**config.mk**
```make
export PLATFORM = sky130hd
export DESIGN_NAME = pilot_avg_bank_flat
export DESIGN_NICKNAME = d
export VERILOG_FILES = /design/src/rtl/pilot_avg_if.sv /design/src/rtl/pilot_avg_bank.sv /design/src/flat_wrapper.sv
export SDC_FILE = /design/constraint.sdc
export NUM_CORES = 1
export LEC_CHECK = 0
export BUFFER_PORTS_ARGS = -buffer_cell sky130_fd_sc_hd__buf_2
export CAP_MARGIN = 0
export CORE_MARGIN = 2
export CORE_UTILIZATION = 60
export CTS_CLUSTER_DIAMETER = 150
export DETAILED_ROUTE_END_ITERATION = 8
export GPL_TIMING_DRIVEN = 0
export HOLD_SLACK_MARGIN = 0.05
export PLACE_DENSITY = 0.79
export SLEW_MARGIN = 20
export SYNTH_ARGS = -nofsm -noshare
export SYNTH_HDL_FRONTEND = slang
export SYNTH_SLANG_ARGS = --single-unit
```
**constraint.sdc**
```tcl
create_clock -name clk -period 4 [get_ports clk]
set_input_delay 0.6 -clock clk [delete_from_list [all_inputs] [get_ports clk]]
set_output_delay 0.6 -clock clk [all_outputs]
set_load 0.1 [all_outputs]
```
**src/rtl/pilot_avg_if.sv**
```systemverilog
// pilot_avg_if: sample-in / estimate-out bus of the pilot averaging bank.
interface pilot_avg_if #(
  parameter int WIDTH_PILOT = 16,
  parameter int WIDTH_EST = 17,
  parameter int NUM_SUB = 4
);
  localparam int AW = $clog2(NUM_SUB);
  logic start;
  logic in_valid;
  logic in_ready;
  logic [AW-1:0] in_addr;
  logic signed [WIDTH_PILOT-1:0] in_re;
  logic signed [WIDTH_PILOT-1:0] in_im;
  logic [AW-1:0] rd_addr;
  logic signed [WIDTH_EST-1:0] rd_re;
  logic signed [WIDTH_EST-1:0] rd_im;
  logic [NUM_SUB-1:0] slot_vld;
  logic done;
  logic err;
  modport master (
    output start, in_valid, in_addr, in_re, in_im, rd_addr,
    input in_ready, rd_re, rd_im, slot_vld, done, err
  );
  modport slave (
    input start, in_valid, in_addr, in_re, in_im, rd_addr,
    output in_ready, rd_re, rd_im, slot_vld, done, err
  );
endinterface

```
**src/rtl/pilot_avg_bank.sv**
```systemverilog
// pilot_avg_bank: per-slot complex pilot averaging over 2^LOG2_NAVG samples.
// Define AVG_ROUND_EN to round half toward +inf instead of flooring.
module pilot_avg_bank #(
  parameter int WIDTH_PILOT = 16,
  parameter int WIDTH_EST = 17,
  parameter int NUM_SUB = 4,
  parameter int LOG2_NAVG = 1
) (
  input logic clk,
  input logic rst,
  pilot_avg_if.slave bus
);
  localparam int ACW = WIDTH_PILOT + LOG2_NAVG;
  localparam int CW = LOG2_NAVG + 1;
  localparam logic [CW-1:0] LAST = CW'((1 << LOG2_NAVG) - 1);
`ifdef AVG_ROUND_EN
  localparam logic signed [ACW-1:0] RND = ACW'((1 << LOG2_NAVG) >> 1);
`else
  localparam logic signed [ACW-1:0] RND = '0;
`endif
  typedef enum logic [1:0] {IDLE, ACC, DONE} state_t;
  state_t state, next;
  logic signed [ACW-1:0] acc_re [NUM_SUB];
  logic signed [ACW-1:0] acc_im [NUM_SUB];
  logic [CW-1:0] cnt [NUM_SUB];
  logic signed [WIDTH_EST-1:0] est_re [NUM_SUB];
  logic signed [WIDTH_EST-1:0] est_im [NUM_SUB];
  logic accept, in_range, hit, commit, last, rd_ok;
  logic [NUM_SUB-1:0] sel;
  logic signed [ACW-1:0] sum_re, sum_im, sh_re, sh_im;
  assign bus.in_ready = state == ACC;
  always_comb begin
    accept = bus.in_valid && bus.in_ready && !bus.start;
    in_range = 32'(bus.in_addr) < NUM_SUB;
    rd_ok = 32'(bus.rd_addr) < NUM_SUB;
    sel = in_range ? NUM_SUB'(1) << bus.in_addr : '0;
    hit = accept && in_range && !(|(bus.slot_vld & sel));
    sum_re = acc_re[bus.in_addr] + ACW'(bus.in_re);
    sum_im = acc_im[bus.in_addr] + ACW'(bus.in_im);
    // rounding never overflows: the sum stays at least NAVG/2 below the positive limit
    sh_re = (sum_re + RND) >>> LOG2_NAVG;
    sh_im = (sum_im + RND) >>> LOG2_NAVG;
    commit = hit && cnt[bus.in_addr] == LAST;
    last = commit && &(bus.slot_vld | sel);
    next = bus.start ? ACC : (state == ACC && last) ? DONE : state;
  end
  always_ff @(posedge clk or negedge rst)
    if (!rst) state <= IDLE;
    else state <= next;
  always_ff @(posedge clk or negedge rst) begin
    if (!rst) begin
      for (int i = 0; i < NUM_SUB; i++) begin
        acc_re[i] <= '0;
        acc_im[i] <= '0;
        cnt[i] <= '0;
        est_re[i] <= '0;
        est_im[i] <= '0;
      end
      bus.slot_vld <= '0;
      bus.err <= 1'b0;
      bus.done <= 1'b0;
      bus.rd_re <= '0;
      bus.rd_im <= '0;
    end else begin
      bus.done <= last;
      bus.rd_re <= (bus.start || !rd_ok) ? '0 : est_re[bus.rd_addr];
      bus.rd_im <= (bus.start || !rd_ok) ? '0 : est_im[bus.rd_addr];
      if (bus.start) begin
        for (int i = 0; i < NUM_SUB; i++) begin
          acc_re[i] <= '0;
          acc_im[i] <= '0;
          cnt[i] <= '0;
          est_re[i] <= '0;
          est_im[i] <= '0;
        end
        bus.slot_vld <= '0;
        bus.err <= 1'b0;
      end else begin
        if (accept && !hit) bus.err <= 1'b1;
        if (commit) begin
          est_re[bus.in_addr] <= WIDTH_EST'(sh_re);
          est_im[bus.in_addr] <= WIDTH_EST'(sh_im);
          bus.slot_vld <= bus.slot_vld | sel;
          acc_re[bus.in_addr] <= '0;
          acc_im[bus.in_addr] <= '0;
          cnt[bus.in_addr] <= '0;
        end else if (hit) begin
          acc_re[bus.in_addr] <= sum_re;
          acc_im[bus.in_addr] <= sum_im;
          cnt[bus.in_addr] <= cnt[bus.in_addr] + 1'b1;
        end
      end
    end
  end
endmodule

```
**src/flat_wrapper.sv**
```systemverilog
// flat-port wrapper written by rule: the top's interface ports become plain ports
module pilot_avg_bank_flat 
#(
  parameter int WIDTH_PILOT = 16,
  parameter int WIDTH_EST = 17,
  parameter int NUM_SUB = 4,
  parameter int LOG2_NAVG = 1
)
  (clk, rst, bus_start, bus_in_valid, bus_in_addr, bus_in_re, bus_in_im, bus_rd_addr, bus_in_ready, bus_rd_re, bus_rd_im, bus_slot_vld, bus_done, bus_err);
  pilot_avg_if #(.WIDTH_PILOT(WIDTH_PILOT), .WIDTH_EST(WIDTH_EST), .NUM_SUB(NUM_SUB)) bus_i ();
  input logic clk;
  input logic rst;
  input wire logic [$bits(bus_i.start)-1:0] bus_start;
  input wire logic [$bits(bus_i.in_valid)-1:0] bus_in_valid;
  input wire logic [$bits(bus_i.in_addr)-1:0] bus_in_addr;
  input wire logic [$bits(bus_i.in_re)-1:0] bus_in_re;
  input wire logic [$bits(bus_i.in_im)-1:0] bus_in_im;
  input wire logic [$bits(bus_i.rd_addr)-1:0] bus_rd_addr;
  output wire logic [$bits(bus_i.in_ready)-1:0] bus_in_ready;
  output wire logic [$bits(bus_i.rd_re)-1:0] bus_rd_re;
  output wire logic [$bits(bus_i.rd_im)-1:0] bus_rd_im;
  output wire logic [$bits(bus_i.slot_vld)-1:0] bus_slot_vld;
  output wire logic [$bits(bus_i.done)-1:0] bus_done;
  output wire logic [$bits(bus_i.err)-1:0] bus_err;
  assign bus_i.start = bus_start;
  assign bus_i.in_valid = bus_in_valid;
  assign bus_i.in_addr = bus_in_addr;
  assign bus_i.in_re = bus_in_re;
  assign bus_i.in_im = bus_in_im;
  assign bus_i.rd_addr = bus_rd_addr;
  assign bus_in_ready = bus_i.in_ready;
  assign bus_rd_re = bus_i.rd_re;
  assign bus_rd_im = bus_i.rd_im;
  assign bus_slot_vld = bus_i.slot_vld;
  assign bus_done = bus_i.done;
  assign bus_err = bus_i.err;
  pilot_avg_bank #(.WIDTH_PILOT(WIDTH_PILOT), .WIDTH_EST(WIDTH_EST), .NUM_SUB(NUM_SUB), .LOG2_NAVG(LOG2_NAVG)) u_core (.clk(clk), .rst(rst), .bus(bus_i));
endmodule
```
Word level (Yosys, flattened, before mapping)
Cells that the tools add are included.
{ "op_classes": {"add_sub_neg": 3, "magnitude_cmp": 3, "eq_ne": 2, "n_shift": 1, "muxes": 45, "bitwise": 9, "n_reduce_logical": 17} }
{ "op_table": {"columns": ["op", "count"], "rows": [
  ["$mux 68", 10],
  ["$bwmux 68", 4],
  ["$mux 17", 11],
  ["$and 68x68->68", 2],
  ["$bmux 17 s2", 4],
  ["$not 68->68", 1],
  ["$add 17x16->17", 2],
  ["$demux 17 s2", 1],
  ["$mux 8", 3],
  ["$mux 2", 5],
  ["$and 8x8->8", 1],
  ["$bwmux 8", 1],
  ["$logic_and 1x1->1", 8],
  ["$mux 4", 2],
  ["$not 8->8", 1],
  ["$ge 3x3->1 const B", 2],
  ["$not 2->3", 2],
  ["$reduce_bool 2->1", 3],
  ["$and 4x4->4", 1],
  ["$bmux 2 s2", 1],
  ["$demux 2 s2", 1],
  ["$eq 2x1->1 const B", 2],
  ["$or 4x4->4", 1],
  ["$reduce_and 4->1", 1],
  ["other kinds (7)", 10]
]} }
{ "totals": {"reg_bits": 322, "output_inout_bits": 41, "word_cells": 106} }

Logic depth before layout (Yosys ltp)
{ "logic_depth": {"word_depth": 10, "mapped_depth": 13, "depth_no_buf": 10} }

Worst setup path after synthesis
No wires, ideal clock.
{ "synth_timing": {"kind": "input-to-reg", "start": "input bus_in_addr[0]", "end": "register u_core.acc_re[14] (netlist bit)", "arrival_ps": 3882, "required_time_ps": 3849, "path_slack_ps": -33, "cell_stages": 12, "cell_sequence": "buf_2 -> buf_2 -> buf_2 -> mux4_2 -> ha_1 -> fa_1 -> a21oi_2 -> o21ai_2 -> a211oi_4 -> o41ai_1 -> a211oi_1 -> o21ai_0"} }
{ "synth_via": {"elab_chain_len": 9} }
{ "synth_rtl": {"columns": ["element", "line_no", "source"], "rows": [
  ["from (decl)", "flat_wrapper.sv:15", "input wire logic [$bits(bus_i.in_addr)-1:0] bus_in_addr;"],
  ["$not 2->3 (implied by the code)", null, null],
  ["$bmux 17 s2, or another cell as far along", "pilot_avg_bank.sv:38", "sum_re = acc_re[bus.in_addr] + ACW'(bus.in_re);"],
  ["$mux 17 (implied by the code) or $logic_and 1x1->1 (tied branches)", "pilot_avg_bank.sv:38, pilot_avg_bank.sv:84, pilot_avg_bank.sv:88", null],
  ["$mux 17 (on tied branches)", "pilot_avg_bank.sv:38, pilot_avg_bank.sv:84, pilot_avg_bank.sv:88", null],
  ["$add 17x16->17 or $demux 17 s2 (tied branches)", "pilot_avg_bank.sv:38, pilot_avg_bank.sv:84, pilot_avg_bank.sv:88", null],
  ["$bwmux 68 or $not 68->68 (tied branches)", null, null],
  ["$mux 68 or $and 68x68->68 (tied branches)", null, null],
  ["$mux 68", "pilot_avg_bank.sv:80", "if (commit) begin"],
  ["$mux 68", "pilot_avg_bank.sv:68", "if (bus.start) begin"],
  ["to (signal, indexed assignment)", "pilot_avg_bank.sv:88", "acc_re[bus.in_addr] <= sum_re;"],
  ["to (decl)", "pilot_avg_bank.sv:23", "logic signed [ACW-1:0] acc_re [NUM_SUB];"]
]} }
Several ways; a longest one is shown, not always the timed one. The select of a mux whose other input is x is not followed.
A chain may end at the register's enable or synchronous reset.

Worst setup path after layout
{ "layout_timing": {"start": "input bus_in_addr[0]", "end": "register u_core.acc_re[16] (netlist bit)"} }
Same word-level chain as after synthesis.

==> results.cfg <==
[worst_setup_path]
worstReg2RegEnd = u_core.acc_im[44]$_DFFE_PN0P_
crit_path_end_kind = register
crit_chain = buf_2 > buf_6 > buf_6 > mux4_2 > ha_1 > fa_1 > a21oi_2 > o21ai_2 > a211oi_4 > o21ai_2 > a221oi_2 > xnor2_2 > o21ai_0
critPathMaxFanout = 10
r2r_cells = 10
cp.arrival_ns = 4.18
reg2reg_setup_slack_ns = 0.52
cp.buffers_inverters = 3
crit_required_ns = 4.35
slowest_stage = mux4_2
crit_type = in -> reg
reg2reg_from = u_core.acc_im[0]$_DFFE_PN0P_
start_kind = primary input
cpPeakStageDelay_ns = 0.52
crit_family = compound AO/OA/AOI/OAI gates

[logic_synthesis]
syn-instance-count = 1403
synth_ff_type = dfrtp_1
synthArstFlopShare_pct = 100
ys_seq_elements = 312
synth_nets = 1478
synth_edf_count = 0
avgSynthCellArea_um2 = 10.8
synthDistinctLibCells = 63
yosysSeqAreaShare_pct = 51.6
netlist_area_mm2 = 0.0151
synth_warnings = 0

[cts]
clockRootBuffer = clkbuf_16
htreeDepth = 2
cts_tree = built
clockBufferDepth = 3
numClockSinks = 312
clk_latency_ns = 0.53
clk_pin_slew_worst_paths_ns = 0.06
numCtsBuffers = 34

[drt]
postRouteAntennaNets = 0
drt-total-wl_um = 40700
drc = 0
drt_iter0_drc = 1219
via_count = 11800
wl_per_cell_um = 21.7
firstDrtPassIters = 6
vias_per_cell = 6.30

[grt]
grt_usage_pct = 31.6
grt_overflow_total = 0
grt_first_pass_wirelength_um = 64800
grt_max_degree = 104
antenna_found_initial = 1
grt_pass1_vias = 12100

[placement]
placed_area_mm2 = 0.0160
pre_cts_slack_ns = -1.02
dp_hpwl_um = 27300
portBuffers = 77
dp_cells = 1813
place_congestion = 0.936

[cells_and_area]
final_common_cell = dfrtp_1
instances_no_fill = 1878
finalNetCount = 1597
nFillCells = 1805
drive_above_1_share_pct = 17.5
final_cell_mix = dfrtp_1 (312), nand2_1 (207), o21ai_0 (204)
finalInstanceArea_mm2 = 0.0172
syn2layout_area_growth_pct = 13.9

[sta]
setup_violations = 0
maxSlewHeadroom_pct = 31.4
fin_tns_setup_ns = 0
worst_pin_slew_ns = 1.02
rsz0062_at_grt = false
drv_slew = 0
skew_ns = 0.0252
setup_ws_ns = 0.176
post-route-min-period_ns = 3.82
hold_violations = 0
period_share_pct = 95.6
max_freq_mhz = 262

[pwr]
p_leak_nw = 7.72
power_w = 0.00707
power_density_mw_per_mm2 = 410
worst_ir_drop_vdd_mv = 0.339

[hold_path]
hp-start = u_core.acc_re[10]$_DFFE_PN0P_
min_to = u_core.acc_re[10]$_DFFE_PN0P_
min_delay_path_depth = 2
hp-class = reg -> reg

[floorplanning]
start_util_pct = 60.6
die_area_mm2 = 0.0265
die_h_um = 163
ioPinCount = 81
die_x_um = 163
rows = 58
core_mm2 = 0.0250

[job]
drv_cap = 0

[status]
status = complete, no violations
[how the worst max path moves through the flow]
stage,start,slack (ns),endpoint,cells after the start
floorplan,bus_in_addr[0],0.007,u_core.acc_re[16]$_DFFE_PN0P_,13
global placement,rst,-3.46,u_core.est_im[55]$_DFFE_PN0P_,1
detailed placement,bus_in_addr[1],-1.02,u_core.acc_re[44]$_DFFE_PN0P_,13
CTS,bus_in_addr[0],0.02,u_core.acc_re[16]$_DFFE_PN0P_,13
global route,bus_in_addr[0],0.01,u_core.acc_re[16]$_DFFE_PN0P_,13
finish,bus_in_addr[0],0.18,u_core.acc_re[16]$_DFFE_PN0P_,13
[sequential cells by signal, summed over array words and instances (netlist names)]
register,cells
u_core.acc_re,68
u_core.cnt,8
u_core.est_im,64
u_core.state,2
u_core.acc_im,68
u_core.est_re,64
u_core.bus.err,1
u_core.bus.slot_vld,4
u_core.bus.rd_re,16
u_core.bus.done,1
u_core.bus.rd_im,16
[metrics by stage]
stage	hold WS, ns	utilization (%)
2_1_floorplan	0.304	-
3_3_place_gp	0.456	63.9
3_5_place_dp	0.446	64.2
4_1_cts	0.478	68.9
5_1_grt	0.505	69.1
6_report	0.473	69.1
[synthesized netlist by cell type (2+ instances only)]
library cell  count  share of area (%)
a211oi_1          3               0.15
a21o_1            8               0.40
a21oi_1          88                2.9
a21oi_2           2               0.12
a221oi_2          2               0.20
a22oi_1           8               0.40
a31oi_1           4               0.17
and2_1            2              0.083
and3_1            4               0.17
buf_1             2              0.050
buf_2            17               0.56
buf_4             5               0.25
buf_6             2               0.15
clkbuf_1         75                1.9
dfrtp_1         312                 52
fa_1              2               0.26
ha_1             33                2.7
inv_1            19               0.47
mux2i_1           6               0.40
mux4_2           69                 10
nand2_1         207                5.1
nand2b_1          7               0.29
nand3_1          12               0.40
nand3b_1        124                6.1
nand4_1           2              0.083
nor2_1           57                1.4
nor2_2            2              0.083
nor2b_1          40                1.7
nor3_1            5               0.17
nor3b_2           2               0.17
o211ai_1          2              0.099
o21ai_0         204                6.7
o21ai_2          12               0.69
o21bai_1          8               0.40
xnor2_1          18                1.0
xor2_1           11               0.64
[power breakdown]
part	switching [W]	internal [W]
clock network	0.00126	0.00188
registers	0.0000272	0.00320
logic	0.000481	0.000217
total	0.00177	0.00530
[layer usage]
metal | track usage, % | part of all wire (%) | vias up | routed length (µm)
met5 | 0 | 0 | - | 0
met4 | 12.2 | 3.1 | 0 | 1280
met3 | 6.42 | 8.9 | 116 | 3640
met2 | 51.3 | 49 | 631 | 19900
met1 | 42.5 | 39 | 5871 | 15900
li1 | - | - | 5211 | -
[tightest hold or removal path, stage by stage (launching register included)]
cell     delay [ns]
dfrtp_1        0.34
nand2_1        0.04
o21ai_0        0.06
[kinds of logic after synthesis]
family          after synthesis  synth area share, %
simple gates                478                 16.6
flops                       312                 51.6
buf+inv                     121                 3.37
mux                          76                 10.7
xor+xnor                     29                 1.68
fa+ha+maj                    35                 2.99
compound gates              352                 13.1
[cell type report]
type | instances | area (µm²) | share of cell area [%]
diodes | 1 | 2.50 | 0.0145
plain buffers | 101 | 449 | 2.60
clock buffers | 54 | 1060 | 6.13
clock inverters | 7 | 66.3 | 0.385
inverters | 19 | 71.3 | 0.414
multi-input cells | 970 | 6870 | 39.8
flip-flops and latches | 312 | 7810 | 45.3
well taps | 330 | 413 | 2.39
repair buffers | 84 | 510 | 2.96
[timing repair]
action,in CTS,in global routing
resized for setup,5,7
hold buffers,1,0
setup buffers,0,3
gates cloned,0,0
endpoints found under the setup margin,63,97
endpoints found under the hold margin,18,0
pin swaps,1,2
(Power assumes the default switching activity.)
